File: src/rtl/proc_control_unit.sv
// proc_control_unit: Moore control FSM for the simple processor datapath.
// Sequences PC, IR, data memory, register file and ALU from the opcode in IR,
// exports state codes for the HEX debug display and counts retired instructions.
// Optional build macro: PROC_CTRL_ILLEGAL_TRAP_EN (opcodes 0110-1111 trap to
// Halt and raise a sticky Illegal flag instead of executing as NOOP).
module proc_control_unit #(
    parameter int unsigned DADDR_W = 8,
    parameter int unsigned RADDR_W = 4,
    parameter int unsigned CNT_W   = 16
) (
    input  logic               Clock,
    input  logic               Reset,
    input  logic [15:0]        IR,
    output logic               PC_clr,
    output logic               PC_up,
    output logic               IR_ld,
    output logic [DADDR_W-1:0] D_addr,
    output logic               D_wr,
    output logic               RF_s,
    output logic [RADDR_W-1:0] RF_W_addr,
    output logic               RF_W_en,
    output logic [RADDR_W-1:0] RF_Ra_addr,
    output logic [RADDR_W-1:0] RF_Rb_addr,
    output logic [2:0]         ALU_s0,
    output logic [3:0]         State,
    output logic [3:0]         NextState,
    output logic [CNT_W-1:0]   InstrCount,
`ifdef PROC_CTRL_ILLEGAL_TRAP_EN
    output logic               Illegal,
`endif
    output logic               Halted
);

    typedef enum logic [3:0] {
        S_INIT   = 4'd0,
        S_FETCH  = 4'd1,
        S_DECODE = 4'd2,
        S_NOOP   = 4'd3,
        S_LOADA  = 4'd4,
        S_LOADB  = 4'd5,
        S_STORE  = 4'd6,
        S_ADD    = 4'd7,
        S_SUB    = 4'd8,
        S_HALT   = 4'd9
    } state_t;

    state_t     state;
    state_t     next_state;
    logic       retire;
    logic [3:0] opcode;

    assign opcode    = IR[15:12];
    assign State     = state;
    assign NextState = next_state;

    // Next-state selection and Moore outputs decoded from state and IR fields
    always_comb begin
        next_state = S_INIT;
        PC_clr     = 1'b0;
        PC_up      = 1'b0;
        IR_ld      = 1'b0;
        D_addr     = '0;
        D_wr       = 1'b0;
        RF_s       = 1'b0;
        RF_W_addr  = '0;
        RF_W_en    = 1'b0;
        RF_Ra_addr = '0;
        RF_Rb_addr = '0;
        ALU_s0     = 3'b000;
        Halted     = 1'b0;
        retire     = 1'b0;
        case (state)
            S_INIT: begin
                PC_clr     = 1'b1;
                next_state = S_FETCH;
            end
            S_FETCH: begin
                IR_ld      = 1'b1;
                PC_up      = 1'b1;
                next_state = S_DECODE;
            end
            S_DECODE: begin
                case (opcode)
                    4'b0000: next_state = S_NOOP;
                    4'b0001: next_state = S_STORE;
                    4'b0010: next_state = S_LOADA;
                    4'b0011: next_state = S_ADD;
                    4'b0100: next_state = S_SUB;
                    4'b0101: next_state = S_HALT;
`ifdef PROC_CTRL_ILLEGAL_TRAP_EN
                    default: next_state = S_HALT;
`else
                    default: next_state = S_NOOP;
`endif
                endcase
            end
            S_NOOP: begin
                retire     = 1'b1;
                next_state = S_FETCH;
            end
            // LoadA presents the read address one cycle early to cover memory latency
            S_LOADA, S_LOADB: begin
                D_addr     = DADDR_W'(IR[11:4]);
                RF_s       = 1'b1;
                RF_W_addr  = RADDR_W'(IR[3:0]);
                RF_W_en    = (state == S_LOADB);
                retire     = (state == S_LOADB);
                next_state = (state == S_LOADA) ? S_LOADB : S_FETCH;
            end
            S_STORE: begin
                D_addr     = DADDR_W'(IR[7:0]);
                RF_Ra_addr = RADDR_W'(IR[11:8]);
                D_wr       = 1'b1;
                retire     = 1'b1;
                next_state = S_FETCH;
            end
            S_ADD, S_SUB: begin
                RF_Ra_addr = RADDR_W'(IR[11:8]);
                RF_Rb_addr = RADDR_W'(IR[7:4]);
                RF_W_addr  = RADDR_W'(IR[3:0]);
                ALU_s0     = (state == S_ADD) ? 3'b001 : 3'b010;
                RF_W_en    = 1'b1;
                retire     = 1'b1;
                next_state = S_FETCH;
            end
            S_HALT: begin
                Halted     = 1'b1;
                next_state = S_HALT;
            end
            default: next_state = S_INIT;
        endcase
    end

    // State register and retired-instruction counter with synchronous reset
    always_ff @(posedge Clock) begin
        if (!Reset) begin
            state      <= S_INIT;
            InstrCount <= '0;
        end else begin
            state <= next_state;
            if (retire) begin
                InstrCount <= InstrCount + CNT_W'(1);
            end
        end
    end

`ifdef PROC_CTRL_ILLEGAL_TRAP_EN
    // Sticky illegal-opcode flag, set on the Decode transition into Halt
    always_ff @(posedge Clock) begin
        if (!Reset) begin
            Illegal <= 1'b0;
        end else if (state == S_DECODE && opcode >= 4'b0110) begin
            Illegal <= 1'b1;
        end
    end
`endif

endmodule

File: config.mk
export PLATFORM = sky130hd
export DESIGN_NAME = proc_control_unit
export DESIGN_NICKNAME = d
export VERILOG_FILES = /design/src/rtl/proc_control_unit.sv
export SDC_FILE = /design/constraint.sdc
export NUM_CORES = 1
export LEC_CHECK = 0
export ABC_AREA = 1
export BUFFER_PORTS_ARGS = -buffer_cell sky130_fd_sc_hd__buf_2
export CAP_MARGIN = 0
export CELL_PAD_IN_SITES_DETAIL_PLACEMENT = 0
export CELL_PAD_IN_SITES_GLOBAL_PLACEMENT = 2
export CORE_ASPECT_RATIO = 0.7
export CORE_UTILIZATION = 22
export CTS_CLUSTER_DIAMETER = 100
export DETAILED_ROUTE_END_ITERATION = 7
export MAX_ROUTING_LAYER = met4
export PLACE_DENSITY_LB_ADDON = 0.08
export REMOVE_ABC_BUFFERS = 1
export SETUP_SLACK_MARGIN = 0.15
export SLEW_MARGIN = 15
export SYNTH_ARGS = -nofsm -noshare
export SYNTH_HDL_FRONTEND = slang
export SYNTH_SLANG_ARGS = --single-unit
File: constraint.sdc
create_clock -name Clock -period 1.6 [get_ports Clock]
set_input_delay 0.32 -clock Clock [delete_from_list [all_inputs] [get_ports Clock]]
set_output_delay 0.32 -clock Clock [all_outputs]
set_load 0.01 [all_outputs]
==> flow_metrics.env <==
export IMPL_status="finished, violations left"
export IMPL_failed_checks="negative setup slack"
export IMPL_htreeDepth=1
export IMPL_fillers=727
export IMPL_gr_total_overflow=0
export IMPL_yosysUniqueCellTypes=27
export IMPL_n_antenna_cell=0
export IMPL_grt_pass1_vias=1674
export IMPL_finalPower_uw=1380
export IMPL_worst_slack_ps=-124
export IMPL_cts_buffer_depth=2
export IMPL_rsz0062_at_grt="yes"
export IMPL_grt_usage_pct=14.8
export IMPL_root_buffer="clkbuf_8"
export IMPL_hp_class="in -> reg"
export IMPL_antenna_found_initial=0
export IMPL_yosysWarningCount=0
export IMPL_route_antenna_remaining_nets=0
export IMPL_design_area_sq_mm=0.00238
export IMPL_holdBufCountCts=0
export IMPL_ys_seq_area_share_pct=27.1
export IMPL_timing_final_crit_share_pct=108
export IMPL_dr_pass1_iters=4
export IMPL_drc=0
export IMPL_setup_viol=26
export IMPL_total_leakage_power_uw=0.00124
export IMPL_num_vias=1846
export IMPL_dieWidth_um=100
export IMPL_fp_row_count=24
export IMPL_cp_required_ps=1280
export IMPL_wl_per_cell_um=11.5
export IMPL_syn_avg_cell_area_sq_um=5.96
export IMPL_synth_top_family_by_area="simple AND/OR/NAND/NOR gates"
export IMPL_dp_hpwl_mm=3.65
export IMPL_layout_nets=365
export IMPL_netlist_instances=248
export IMPL_holdWs_ps=344
export IMPL_cts_buffers_inserted=3
export IMPL_die_area_sq_mm=0.00705
export IMPL_synthSimpleGateAreaFrac_pct=47.4
export IMPL_cts_clk_slew_worst_paths_ps=90
export IMPL_core_sq_mm=0.00637
export IMPL_areaGrowthSynthToFinish_pct=61.0
export IMPL_drive_above_1_share_pct=46.7
export IMPL_peakVddDrop_mv=0.443
export IMPL_cap_violations=0
export IMPL_die_y_um=70.6
export IMPL_utilization_pct=37.4
export IMPL_endpoint_kind="output port"
export IMPL_skew_ps=5.43
export IMPL_synth_xor_area_share_pct=1.19
export IMPL_synthesis_area_sq_mm=0.00148
export IMPL_power_density_mw_per_mm2=580
export IMPL_clock_latency_ps=270
export IMPL_placedInstanceArea_sq_mm=0.00198
export IMPL_num_io_pins=72
export IMPL_wirelength_mm=5.03
export IMPL_worstSetupStartpointType="flip-flop"
export IMPL_grt_pass1_wl_mm=8.11
export IMPL_muxShareOfSynthArea_pct=0
export IMPL_drt_iter0_drc=32
export IMPL_cts_tree="built"
export IMPL_grt_max_degree=20
export IMPL_cts_sinks=20
export IMPL_period_needed_ps=1720
export IMPL_path_class="reg -> out"
export IMPL_crit_fanout=4
export IMPL_finalHoldViolCount=0
export IMPL_synth_seq_cells=20
export IMPL_synth_compound_area_share_pct=10.4
export IMPL_arrival_ps=1400
export IMPL_synth_adder_area_share_pct=0.847
export IMPL_max_freq_mhz=580
export IMPL_setup_tns_ps=-2270
export IMPL_io_buffers=70
export IMPL_start_util_pct=23.2
export IMPL_final_max_slew_violation_count=0
export IMPL_gp_congestion=0.740
export IMPL_drt_vias_per_instance=4.23
-- power breakdown --
group	leakage (uW)	switching [uW]	internal (uW)	total, uW
Combinational	0.00104	175	146	320
Sequential	0.000165	21.9	507	529
Clock	0.0000357	195	335	529
Total	0.00124	392	987	1380
-- critical path: stages, from the launching register on --
cell and delay (ps):
dfxtp_4 380, inv_6 70, nand2_4 60, nor2_4 160, clkinvlp_4 150, o22ai_1 150, buf_2 150
-- synth_stat cells --
master	n	area, sq um
nand2_1	70	263
nor2_1	48	180
inv_1	32	120
dfxtp_1	20	400
nand3_1	16	80.1
a21oi_1	9	45.0
o21ai_0	8	40.0
nand2_2	6	37.5
a21oi_2	5	43.8
inv_2	5	18.8
o22ai_1	4	25.0
nor2_2	3	18.8
nor2_4	3	33.8
nor3_1	3	15.0
buf_4	2	15.0
nand4_1	2	12.5
or2_2	2	12.5
buf_12	1	20.0
buf_6	1	11.3
clkbuf_1	1	3.75
conb_1	1	3.75
ha_1	1	12.5
nand2_8	1	20.0
nand3b_1	1	7.51
nor2_8	1	20.0
xnor2_1	1	8.76
xor2_1	1	8.76
-- metal layers --
metal | part of all wire, % | vias to the layer above | GRT usage, %
met3 | 4.6 | 2 | 3.26
met2 | 42 | 51 | 21.2
li1 | - | 962 | -
met4 | 0.36 | 0 | 1.96
met1 | 53 | 831 | 21.5
met5 | 0 | - | -
-- cell usage in the layout (no fill, tap or decap), types with 4 or more instances in the layout --
cell,netlist,final
nor2_1,48,35
inv_1,32,30
a21oi_2,5,6
o21ai_0,8,6
nor2_4,3,8
buf_6,1,11
dfxtp_1,20,14
dfxtp_4,0,4
nand3_1,16,13
buf_2,0,66
nand2_1,70,66
nand2_2,6,9
inv_2,5,5
a21oi_1,9,8
buf_4,2,19
nor2_2,3,11
-- area by class of cell --
class	instances	area, sq um	share of cell area (%)
clock buffers	3	41.3	1.74
repair buffers	96	597	25.1
inverters	37	146	6.15
well taps	91	114	4.79
multi-input cells	187	1020	43.1
repair inverters	1	7.51	0.316
flip-flops and latches	20	418	17.6
clock inverters	1	30.0	1.26
-- state kept, by name (all words and copies together) (netlist names) --
signal / flops
InstrCount: 16
State: 4
-- cell families (layout without fill, tap and decap cells) --
logic type      Yosys count  after routing
fa+ha+maj                 1              1
buf+inv                  42            138
flops                    20             20
compound gates           26             26
simple gates            156            157
xor+xnor                  2              2
other cells               1              1
-- what timing repair did --
item	4_1_cts	5_1_grt
cloned	0	2
resized for setup	32	31
setup endpoints to repair	45	48
pin swaps	6	4
buffers inserted	5	9
-- per-stage QoR --
stage	setup WS, ps	instances
final	-124	436
after global routing	-213	436
after CTS	-119	425
after detailed placement	22.3	416
after global placement	19.5	416
after floorplan	-122	243
-- final timing paths --
kind | startpoint | to | slack [ps] | cells after the start
setup / recovery | State[3] | D_addr[4] | -120 | 6
hold / removal | Reset | InstrCount[9] | 340 | 3
setup reg to reg | State[2] | InstrCount[5] | 100 | 9
hold reg to reg | InstrCount[0] | InstrCount[0] | 460 | 1
No activity file was read; power rests on OpenSTA's default activity.
